--- src/rtl/bcd_to_bin_seq.sv ---
// Sequential BCD-to-binary converter: one digit per clock, MSD first, start/busy/done handshake.
// Optional macro BCD2BIN_ERR_ABORT_EN: an illegal digit ends the conversion on the edge it is seen.
module bcd_to_bin_seq #(
    parameter int DIGITS = 4,
    parameter int BIN_W  = 14
) (
    input  logic                  clk,
    input  logic                  rst,
    input  logic                  start,
    input  logic [4*DIGITS-1:0]   bcd_in,
    output logic                  busy,
    output logic                  done,
    output logic [BIN_W-1:0]      bin_out,
    output logic                  err
);

    localparam int CNT_W = (DIGITS > 1) ? $clog2(DIGITS) : 1;
    localparam logic [CNT_W-1:0] LAST_IDX = CNT_W'(DIGITS - 1);

    typedef enum logic [1:0] {
        S_IDLE,
        S_CONV,
        S_DONE
    } state_t;

    state_t                r_state;
    state_t                w_state_nxt;

    logic [4*DIGITS-1:0]   r_shift;
    logic [BIN_W-1:0]      r_acc;
    logic [CNT_W-1:0]      r_cnt;
    logic                  r_err_acc;

    logic                  r_busy;
    logic                  r_done;
    logic [BIN_W-1:0]      r_bin;
    logic                  r_err;

    logic [3:0]            w_top;
    logic                  w_bad;
    logic                  w_last;
    logic                  w_finish;
    logic                  w_load;
    logic [BIN_W-1:0]      w_acc_nxt;
    logic                  w_err_nxt;

    // acc*10 built from two shifts; the sum wraps at BIN_W bits by construction
    function automatic logic [BIN_W-1:0] mul10_add(input logic [BIN_W-1:0] a,
                                                   input logic [3:0]       d);
        logic [BIN_W-1:0] t;
        t = (a << 3) + (a << 1);
        return t + BIN_W'(d);
    endfunction

    assign w_top     = r_shift[4*DIGITS-1 -: 4];
    assign w_bad     = (w_top > 4'd9);
    assign w_last    = (r_cnt == LAST_IDX);
    assign w_acc_nxt = mul10_add(r_acc, w_top);
    assign w_err_nxt = r_err_acc | w_bad;
    assign w_load    = start && (r_state != S_CONV);

`ifdef BCD2BIN_ERR_ABORT_EN
    assign w_finish  = w_last | w_bad;
`else
    assign w_finish  = w_last;
`endif

    always_comb begin
        w_state_nxt = r_state;
        case (r_state)
            S_IDLE:  if (start) w_state_nxt = S_CONV;
            S_CONV:  if (w_finish) w_state_nxt = S_DONE;
            S_DONE:  w_state_nxt = start ? S_CONV : S_IDLE;
            default: w_state_nxt = S_IDLE;
        endcase
    end

    // Datapath: reloaded on every accepted start, so it carries no reset
    always_ff @(posedge clk) begin
        if (w_load) begin
            r_shift   <= bcd_in;
            r_acc     <= '0;
            r_cnt     <= '0;
            r_err_acc <= 1'b0;
        end else if (r_state == S_CONV) begin
            r_shift   <= r_shift << 4;
            r_acc     <= w_acc_nxt;
            r_cnt     <= r_cnt + CNT_W'(1);
            r_err_acc <= w_err_nxt;
        end
    end

    // Control and result registers
    always_ff @(posedge clk) begin
        if (rst) begin
            r_state <= S_IDLE;
            r_busy  <= 1'b0;
            r_done  <= 1'b0;
            r_bin   <= '0;
            r_err   <= 1'b0;
        end else begin
            r_state <= w_state_nxt;
            r_busy  <= (w_state_nxt == S_CONV);
            r_done  <= (r_state == S_CONV) && w_finish;
            if ((r_state == S_CONV) && w_finish) begin
                r_bin <= w_err_nxt ? '0 : w_acc_nxt;
                r_err <= w_err_nxt;
            end
        end
    end

    assign busy    = r_busy;
    assign done    = r_done;
    assign bin_out = r_bin;
    assign err     = r_err;

endmodule

--- config.mk ---
export PLATFORM = sky130hd
export DESIGN_NAME = bcd_to_bin_seq
export DESIGN_NICKNAME = d
export VERILOG_FILES = /design/src/rtl/bcd_to_bin_seq.sv
export SDC_FILE = /design/constraint.sdc
export NUM_CORES = 1
export LEC_CHECK = 0
export BUFFER_PORTS_ARGS = -buffer_cell sky130_fd_sc_hd__buf_2
export CAP_MARGIN = 15
export CORE_MARGIN = 2
export CORE_UTILIZATION = 57
export CTS_CLUSTER_DIAMETER = 100
export DETAILED_ROUTE_END_ITERATION = 10
export PLACE_DENSITY = 0.79
export SETUP_SLACK_MARGIN = 0.02
export SLEW_MARGIN = 10
export SYNTH_ARGS = -nofsm -noshare
export SYNTH_HDL_FRONTEND = slang
export SYNTH_SLANG_ARGS = --single-unit
--- constraint.sdc ---
create_clock -name clk -period 3.2 [get_ports clk]
set_clock_uncertainty 0.05 [all_clocks]
set_input_delay 0.96 -clock clk [delete_from_list [all_inputs] [get_ports clk]]
set_output_delay 0.96 -clock clk [all_outputs]
set_load 0.005 [all_outputs]
==> results.toml, run 1 <==
[run_status]
run_status = "finished clean"

[setup_path]
timing.critical_path.max_delay_family = "compound AO/OA/AOI/OAI gates"
reg2reg_from = "r_shift[15]"
reg2reg_slack_ps = 330
worstRegToRegCells = 9
cp.buffers_inverters = 2
timing.critical_path.required_ps = 3370
cp_cell_sequence = "inv_1 -> fa_1 -> inv_1 -> fa_1 -> a21o_1 -> a221oi_2 -> a21oi_1 -> o21a_1 -> o41ai_2"
endpoint_kind = "flop"
critPathSlowestCell = "fa_1"
worst-path-max-fanout = 5
category_of_the_critical_setup_timing_path = "flop to flop"
crit_path_start_kind = "flop"
critical_path_arrival_ps = 3040
reg2reg_to = "bin_out[12]"
cp_slowest_stage_delay_ps = 530

[die]
rows = 24
starting_density_of_the_core_pct = 59.2
floorplan.die.width_um = 71.5
top_level_ports = 36
core_area_um2 = 4380
fp.dieH_um = 71.5
die_area_um2 = 5110

[global_route]
overflow = 0
grt_antenna_before_repair = 0
grt_pass1_vias = 1975
pin_count_of_the_biggest_net_entering_global_routing = 26
globalRouteTotalUtil_pct = 22.0
wire_length_of_the_first_global_routing_pass_um = 8770

[synthesis]
synth_seq_cells = 51
post_synth_instance_area_um2 = 2600
yosys.area.top_type_share_pct = 27.0
netlist_instances = 250
yosysTopAreaCell = "dfxtp_1"
synth-edff-count = 16
syn_avg_cell_area_um2 = 10.4
synth_seq_area_share_pct = 45.5
syn-num-nets = 294
post_synth_num_cell_types = 35
synth_async_sr_flop_share_pct = 0
yosysWarningCount = 0
synth.area.top_cells = "dfxtp_1 (27%), edfxtp_1 (18%), ha_1 (11%)"
primary_ff_master_synth = "dfxtp_1"

[clock_network]
clock_insertion_delay_worst_skew_ps = 310
cts_hold_buffers = 0
cts-htree-levels = 2
cts.path.max_buffers = 2
cts_tree = "built"
tritoncts_num_sinks = 51
cts_buf_count = 5
cts_resized = 0
cts-root-buf = "clkbuf_8"
post_cts.repair.setup_buffers = 0
clk_pin_slew_worst_paths_ps = 100

[timing]
timing_max_transition_violations_final = 0
rsz0062_at_grt = "false"
min_period_ps = 2870
hold_viol = 0
fmax_mhz = 349
timing.final.setup_violations = 0
fin_tns_setup_ps = 0
finalCritPeriodShare_pct = 89.7
postLayoutSetupSlackWorst_ps = 331
worstMarginPinSlew_ps = 974
relSlewSlack_pct = 34.8

[cells_and_area]
fillerInstances = 342
final_cells = 335
layout-drive-gt1-share_pct = 21.6
flow.area_growth_from_synthesis_pct = 12.5
design.final.nets = 326
ant_diodes = 0

[place]
hpwl_um = 3730
place_worst_setup_slack_ps = 370
post-place-cells = 327
gp_congestion = 0.877
port-buffer-count = 35

[routing]
drt.antenna.violating_nets = 0
initialDrtViolationCount = 136
detail_route.drc_violations = 0
drt_first_pass_iters = 4
drt-vias-per-instance = 5.83
via_count = 1952
avgRoutedWirePerCell_um = 15.8
totalWireLength_um = 5280

[power_and_ir_drop]
p_comb_share_pct = 35.9
intPower_uw = 1310
p_per_area_nw_per_um2 = 695
power.switching_fraction_pct = 35.6
power_leakage_uw = 0.00137
switching_power_uw = 723
irDropWorstVdd_v = 0.000460
seq_power_share_pct = 41.7
power.clock.fraction_pct = 22.4

[hold_path]
hold_class = "flop to flop"
timing.hold.worst_endpoint = "r_cnt[0]"
holdCritStartpoint = "r_cnt[0]"
hold_path_depth = 1

[job]
max_cap_viol_count = 0
[kinds of logic (layout without fill, tap and decap cells)]
family                     count (synthesis)  in the layout  synth area share, %
adders and majority gates                 25             25                 12.6
and+or+nand+nor                           77             77                 15.8
buffers and inverters                     20             53                 2.99
AOI/OAI and AO/OA                         53             53                 13.8
muxes                                     13             13                 5.59
DFF                                       51             51                 45.5
xor gates and xnor gates                  11             11                 3.71
[area by class of cell]
type                    count  area, um^2  share of cell area [%]
clock buffers               5        68.8                    2.36
well taps                  52        65.1                    2.23
multi-input cells         179        1340                    45.8
repair buffers             38         198                    6.77
inverters                   7        26.3                   0.899
flip-flops and latches     51        1180                    40.4
clock inverters             3        43.8                    1.50
[layout by cell type (no fill, tap or decap), drive strengths merged, types with 7 or more instances in the layout]
| master | count |
|---|---|
| buf | 38 |
| dfxtp | 35 |
| nand2 | 25 |
| ha | 23 |
| nor2 | 17 |
| nand3b | 17 |
| a21oi | 16 |
| edfxtp | 16 |
| mux2 | 12 |
| a22oi | 9 |
| o21ai | 8 |
| inv | 7 |
[synthesized netlist by cell type (2+ instances only)]
master and count:
nand2_1 25, nand3_1 2, o211ai_1 3, clkbuf_1 10, ha_1 23, nand3b_1 16, nand4b_1 2, xnor2_1 6
and3_1 5, edfxtp_1 16, buf_2 2, a21o_1 4, nor3_1 4, or4_1 2, fa_1 2, o21a_1 3
o21ai_0 8, nand2b_1 2, xor2_1 5, a22oi_1 9, dfxtp_1 35, mux2_2 12, a21oi_1 16, o31ai_1 4
inv_1 7, a211oi_1 2, nor2_1 17
[stage by stage]
step	power (uW)	util, %	hold slack (ps)	cell area [um^2]
floorplan	1410	-	395	2600
global placement	1550	64.1	409	2810
detailed placement	1580	64.1	428	2810
CTS	2040	66.6	442	2920
global route	2160	66.6	454	2920
finish	2030	66.6	438	2920
[worst reg2reg max path, stage by stage, from the launching register on]
cell and delay [ps]:
edfxtp_1 360, inv_1 60, fa_1 530, inv_1 70
fa_1 450, a21o_1 220, a221oi_2 400, a21oi_1 160
o21a_1 210, o41ai_2 260
[per-layer routing]
metal	part of all wire (%)	vias to the layer above	GRT usage [%]
li1	-	969	-
met1	43	924	27.2
met2	49	50	36.9
met3	5.8	9	4.78
met4	1.4	0	9.43
met5	0	-	0
[how the worst max path moves through the flow]
stage / start / end / slack (ps) / cells after the start
after floorplan: r_shift[15] / bin_out[12] / 540 / 9
after global placement: r_shift[15] / bin_out[12] / 440 / 9
after detailed placement: r_shift[15] / bin_out[12] / 370 / 9
after CTS: r_shift[15] / bin_out[12] / 340 / 9
after global routing: r_shift[15] / bin_out[12] / 150 / 9
final: r_shift[15] / bin_out[12] / 330 / 9
[power groups by stage]
stage	Sequential, uW	Combinational [uW]	Clock [uW]
detailed placement	861	715	0
finish	848	729	455
CTS	846	727	463
global route	857	823	484
floorplan	838	568	0
global placement	857	690	0
[state kept, by name, indices dropped and copies added, names as in the netlist]
name,flops
r_state,2
bin_out,14
r_acc,13
err,1
r_cnt,2
r_shift,16
done,1
r_err_acc,1
busy,1
Power figures use the tool's default switching activity.
==> run 2: changes to the inputs <==
ABC_AREA = 1   (was unset)
CORE_UTILIZATION = 59   (was 57)
CTS_BUF_LIST = sky130_fd_sc_hd__clkbuf_8   (was unset)
PLACE_DENSITY = 0.81   (was 0.79)
==> run 2 against run 1 <==
Effect of this change:
- worst hold slack got worse by 25 ps
- clock power increased by 20%
- sequential cell count did not move
- final cell count grew 27%
- first-iteration DRC count is 38% lower
- die area fell by 0.39%
- sequential power grew 5.9%
- critical endpoint is now bin_out[8]
==> results.toml, run 2 <==
[routing]
initialDrtViolationCount = 84
totalWireLength_um = 5460
via_count = 2234
avgRoutedWirePerCell_um = 12.8
drt-vias-per-instance = 5.24
detail_route.drc_violations = 0
drt.antenna.violating_nets = 0
drt_first_pass_iters = 4

[global_route]
overflow = 0
grt_pass1_vias = 2166
pin_count_of_the_biggest_net_entering_global_routing = 22
grt_antenna_before_repair = 0
globalRouteTotalUtil_pct = 22.7
wire_length_of_the_first_global_routing_pass_um = 9100

[timing]
final.hold.worst_slack_ps = 413
hold_viol = 0
min_period_ps = 2330
relSlewSlack_pct = 75.3
fmax_mhz = 430
worstMarginPinSlew_ps = 369
timing_max_transition_violations_final = 0
fin_tns_setup_ps = 0
timing.final.setup_violations = 0
rsz0062_at_grt = "false"
finalCritPeriodShare_pct = 72.7

[place]
post-place-cells = 418
port-buffer-count = 35
hpwl_um = 4070
gp_congestion = 0.891
place_area_um2 = 2900

[setup_path]
reg2reg_to = "bin_out[8]"
worstRegToRegCells = 11
critical_path_arrival_ps = 2520
cp.buffers_inverters = 2
critPathMostFrequentCell = "nand2_1"
reg2reg_slack_ps = 870
critPathSlowestCell = "fa_1"
timing.critical_path.max_delay_family = "adder cells"
category_of_the_critical_setup_timing_path = "flop to flop"
timing.critical_path.required_ps = 3400
crit_path_start_kind = "flop"
cp_slowest_stage_delay_ps = 530
endpoint_kind = "flop"
worst-path-max-fanout = 3
reg2reg_from = "r_shift[15]"
cp_cell_sequence = "inv_1 -> fa_1 -> inv_1 -> fa_1 -> nand2_1 -> nand3_1 -> nand3_1 -> nand2_1 -> xor2_1 -> nand2_1 -> a21oi_1"

[synthesis]
synth_seq_cells = 51
post_synth_instance_area_um2 = 2680
yosysTopAreaCell = "dfxtp_1"
post_synth_num_cell_types = 27
synth_seq_area_share_pct = 44.1
netlist_instances = 336
synth_xor_area_share_pct = 1.64
synth-edff-count = 16
yosys.area.top_type_share_pct = 26.2
compound_gate_portion_of_the_synthesized_area_pct = 7.66
syn-num-nets = 380
primary_ff_master_synth = "dfxtp_1"
synth_adder_area_share_pct = 12.2
synth_async_sr_flop_share_pct = 0
synth-simple-area-share_pct = 27.4
muxShareOfSynthArea_pct = 0
synth_commonest_cells = "nand2_1 (124), inv_1 (36), dfxtp_1 (35)"
synth.most_common_cell = "nand2_1"
main_combinational_cell_family_by_area_after_synthesis = "simple AND/OR/NAND/NOR gates"
syn_avg_cell_area_um2 = 7.97
yosysWarningCount = 0
synth.area.top_cells = "dfxtp_1 (26%), edfxtp_1 (18%), nand2_1 (17%)"

[cells_and_area]
final_cells = 426
layout-drive-gt1-share_pct = 14.2
layout.cells.most_common = "nand2_1"
largest_register_ff_count = 16
largest_register = "r_shift"
final_cell_mix = "nand2_1 (124), inv_1 (36), dfxtp_1 (35), buf_2 (35), ha_1 (23)"
ant_diodes = 0
design.final.nets = 417
finish.instance_area_um2 = 3040
flow.area_growth_from_synthesis_pct = 13.5

[power_and_ir_drop]
irDropWorstVdd_v = 0.000478
power_leakage_uw = 0.00159
p_per_area_nw_per_um2 = 789

[clock_network]
cts_buf_count = 5
cts_resized = 0
cts.path.max_buffers = 2
cts-htree-levels = 2
clk_pin_slew_worst_paths_ps = 100
post_cts.repair.setup_buffers = 0
cts_tree = "built"
tritoncts_num_sinks = 51
cts-root-buf = "clkbuf_8"
cts_hold_buffers = 0
clock_insertion_delay_worst_skew_ps = 300

[hold_path]
timing.hold.worst_endpoint = "err"
hold_class = "flop to flop"
hold_path_depth = 2
holdCritStartpoint = "err"

[die]
floorplan.die.width_um = 71.4
rows = 24
core_area_um2 = 4350
die_area_um2 = 5090
top_level_ports = 36
fp.dieH_um = 71.4
starting_density_of_the_core_pct = 61.5

[run_status]
run_status = "finished clean"

[job]
max_cap_viol_count = 0
==> run 2: cell types whose count changed after synthesis, sizes merged, moves of 5 or more <==
cell / previous run / this run
nor2: 17 / 22
nand3: 2 / 21
a22o: 0 / 6
a21oi: 16 / 21
nand2: 25 / 125
clkbuf: 10 / 1
and3: 5 / 0
nand3b: 17 / 1
a22oi: 9 / 0
xnor2: 6 / 1
mux2: 12 / 0
inv: 7 / 38
==> run 2: worst reg2reg max path: stages, from the launching register on <==
cell,delay (ps)
edfxtp_1,350
inv_1,60
fa_1,530
inv_1,70
fa_1,480
nand2_1,90
nand3_1,120
nand3_1,100
nand2_1,60
xor2_1,180
nand2_1,70
a21oi_1,120
==> run 2: cells by family after synthesis <==
kind of cell	count (synthesis)
AO/OA/AOI/OAI	35
XOR/XNOR	5
adder cells (fa/ha/maj)	25
buffers and inverters	46
flip-flops	51
AND/OR/NAND/NOR	174
==> run 2: cell type report <==
| class | instances | area [um^2] |
|---|---|---|
| inverters | 38 | 143 |
| flip-flops and latches | 51 | 1180 |
| multi-input cells | 239 | 1310 |
| well taps | 52 | 65.1 |
| fillers | 342 | 1320 |
| repair buffers | 38 | 198 |
| clock buffers | 5 | 68.8 |
| clock inverters | 3 | 71.3 |
==> run 2: where the power goes <==
part	internal, uW	leakage, uW	switching [uW]
Clock	317	0.0000703	227
Combinational	367	0.00106	588
Sequential	807	0.000453	90.8
Total	1490	0.00159	906
==> run 2: how the worst max path moves through the flow <==
stage	startpoint	endpoint	slack, ps	cells past startpoint
finish	r_shift[15]	bin_out[8]	870	11
global placement	r_shift[15]	bin_out[8]	950	11
CTS	r_shift[15]	bin_out[8]	880	11
floorplan	r_shift[15]	bin_out[8]	1050	11
global route	r_shift[15]	bin_out[8]	650	11
detailed placement	r_shift[15]	bin_out[8]	910	11
==> run 2: per-layer routing <==
| metal | up-vias | track usage [%] | routed length, um |
|---|---|---|---|
| met3 | 14 | 4.78 | 251 |
| met2 | 60 | 41.6 | 2870 |
| met5 | - | 0 | 0 |
| met4 | 0 | 10.3 | 172 |
| li1 | 1155 | - | - |
| met1 | 1005 | 24.9 | 2170 |
==> run 2: stage by stage <==
step / total power, uW / utilization (%) / setup WS, ps
2_1_floorplan: 1610 / - / 1050
3_3_place_gp: 1810 / 66.6 / 948
3_5_place_dp: 1850 / 66.6 / 909
4_1_cts: 2400 / 69.8 / 879
5_1_grt: 2580 / 69.8 / 648
6_report: 2400 / 69.8 / 874
==> run 3: changes to the inputs <==
ABC_AREA = 0   (was 1)
PLACE_DENSITY = 0.82   (was 0.81)
clock period = 2.3 ns   (was 3.2 ns; I/O delays follow)
==> run 3 against run 2 <==
Effect of this change:
- the run now ends with setup timing left
- global-route usage rose by 2.2 points
- via count fell by 6.0%
- power rose by 29%
- count of clock-buffer cells in the layout did not move
- die area fell by 2.8%
- critical endpoint is now bin_out[10]
- largest cell class unchanged
- largest power group unchanged
==> results.toml, run 3 (synthesis gave the netlist of run 1 again) <==
[cells_and_area]
flow.area_growth_from_synthesis_pct = 21.5
final_cell_mix = "buf_2 (35), dfxtp_1 (33), nand2_1 (25)"
largest_register_ff_count = 16
layout-drive-gt1-share_pct = 32.3
layout.cells.most_common = "buf_2"
ant_diodes = 0
multi_input_comb_area_um2 = 1420
largest_register = "r_shift"
design.final.nets = 346
finalCoreUtilization_pct = 73.5
fillerInstances = 294
final-seq-area_um2 = 1180

[power_and_ir_drop]
power.switching_fraction_pct = 36.6
intPower_uw = 1960
p_comb_share_pct = 41.3
power_leakage_uw = 0.00148
seq_power_share_pct = 38.6
irDropWorstVdd_v = 0.000580
p_per_area_nw_per_um2 = 977
switching_power_uw = 1130
power.clock.fraction_pct = 20.1

[die]
starting_density_of_the_core_pct = 60.5
core_area_um2 = 4290
rows = 24
top_level_ports = 36
fp.dieH_um = 70.4
die_area_um2 = 4950
floorplan.die.width_um = 70.4

[clock_network]
cts.path.max_buffers = 2
cts-htree-levels = 2
tritoncts_num_sinks = 51
cts_buf_count = 5
clk_pin_slew_worst_paths_ps = 90
cts-root-buf = "clkbuf_8"
cts_tree = "built"
clock_insertion_delay_worst_skew_ps = 310

[timing]
worstMarginPinSlew_ps = 481
finalCritPeriodShare_pct = 112
timing_max_transition_violations_final = 0
timing.final.setup_violations = 14
final.hold.worst_slack_ps = 442
relSlewSlack_pct = 67.9
rsz0062_at_grt = "true"
postLayoutSetupSlackWorst_ps = -280
hold_viol = 0
min_period_ps = 2580
fmax_mhz = 388
fin_tns_setup_ps = -2260

[setup_path]
critical_path_arrival_ps = 2770
category_of_the_critical_setup_timing_path = "flop to flop"
setup_crit_start = "r_acc[2]"
cp_cell_sequence = "inv_2 -> fa_1 -> inv_2 -> fa_2 -> a21o_1 -> a221oi_4 -> buf_6 -> o2111ai_1 -> o41a_1 -> a21oi_1"
endpoint_kind = "flop"
crit_path_start_kind = "flop"
critPathMostFrequentCell = "inv_2"
worst-path-max-fanout = 4
cp_slowest_stage_delay_ps = 550
reg2reg_from = "r_acc[2]"
cp.buffers_inverters = 3
timing.critical_path.required_ps = 2490
timing.critical_path.max_delay_family = "compound AO/OA/AOI/OAI gates"
critPathSlowestCell = "fa_1"

[place]
gp_congestion = 0.953
hpwl_um = 4000
place_worst_setup_slack_ps = -250
port-buffer-count = 35

[hold_path]
hold_class = "flop to flop"
holdCritStartpoint = "bin_out[13]"

[routing]
drt-vias-per-instance = 5.92
avgRoutedWirePerCell_um = 17.5
initialDrtViolationCount = 187
drt.antenna.violating_nets = 0
via_count = 2100
drt_first_pass_iters = 5
detail_route.drc_violations = 0
totalWireLength_um = 6200

[global_route]
grt_pass1_vias = 2092
pin_count_of_the_biggest_net_entering_global_routing = 26
grt_antenna_before_repair = 0
overflow = 0
wire_length_of_the_first_global_routing_pass_um = 9630
globalRouteTotalUtil_pct = 24.9

[run_status]
violations = "setup timing"
run_status = "complete, but fails checks"

[job]
max_cap_viol_count = 0
## run 3: cell types whose count changed in the layout (fill, tap and decap cells not counted), sizes merged, moves of 5 or more
cell,delta
mux2,+12
inv,-31
buf,+20
nand2,-100
a22oi,+9
a22o,-6
nand3,-19
and3,+5
nor2,-5
nand3b,+16
xnor2,+5
a21oi,-5
## run 3: power groups by stage
stage	registers, uW	logic, uW	clock network (uW)
detailed placement	1200	1090	0
floorplan	1170	809	0
CTS	1180	1140	630
finish	1190	1270	621
global placement	1200	1050	0
global route	1200	1390	662
## run 3: layout make-up
cell class,count,area share [%]
repair buffers,58,11.1
flip-flops and latches,51,37.5
well taps,52,2.06
multi-input cells,179,45.0
inverters,7,0.833
clock inverters,3,1.31
clock buffers,5,2.18
## run 3: final timing paths
| path | endpoint | slack [ps] | cells past startpoint |
|---|---|---|---|
| max reg2reg | bin_out[10] | -280 | 10 |
| min | bin_out[13] | 440 | 2 |
| max | bin_out[10] | -280 | 10 |
| min reg2reg | bin_out[13] | 440 | 2 |
## run 3: through the flow
| step | cells | power [uW] | area, um^2 |
|---|---|---|---|
| after global routing | 355 | 3250 | 3160 |
| final | 355 | 3080 | 3160 |
| after global placement | 340 | 2240 | 2930 |
| after floorplan | 250 | 1980 | 2620 |
| after detailed placement | 340 | 2290 | 2930 |
| after CTS | 350 | 2950 | 3080 |
## run 3: layer usage
layer / up-vias / GRT usage [%] / share of wire [%]
li1: 1007 / - / -
met3: 7 / 5.77 / 4.9
met5: - / 0 / 0
met4: 0 / 10.9 / 0.85
met1: 1025 / 30.9 / 41
met2: 61 / 41.1 / 53
## run 3: tightest hold or removal path: stages (launching register included)
cell and delay (ps):
dfxtp_1 320, nand3b_1 70, o31ai_1 60
## run 3: what timing repair did
| item | 4_1_cts | 5_1_grt |
|---|---|---|
| pin swaps | 8 | 9 |
| hold buffers | 0 | 0 |
| endpoints found under the setup margin | 13 | 14 |
| buffers inserted | 2 | 5 |
| gates resized for setup | 9 | 8 |
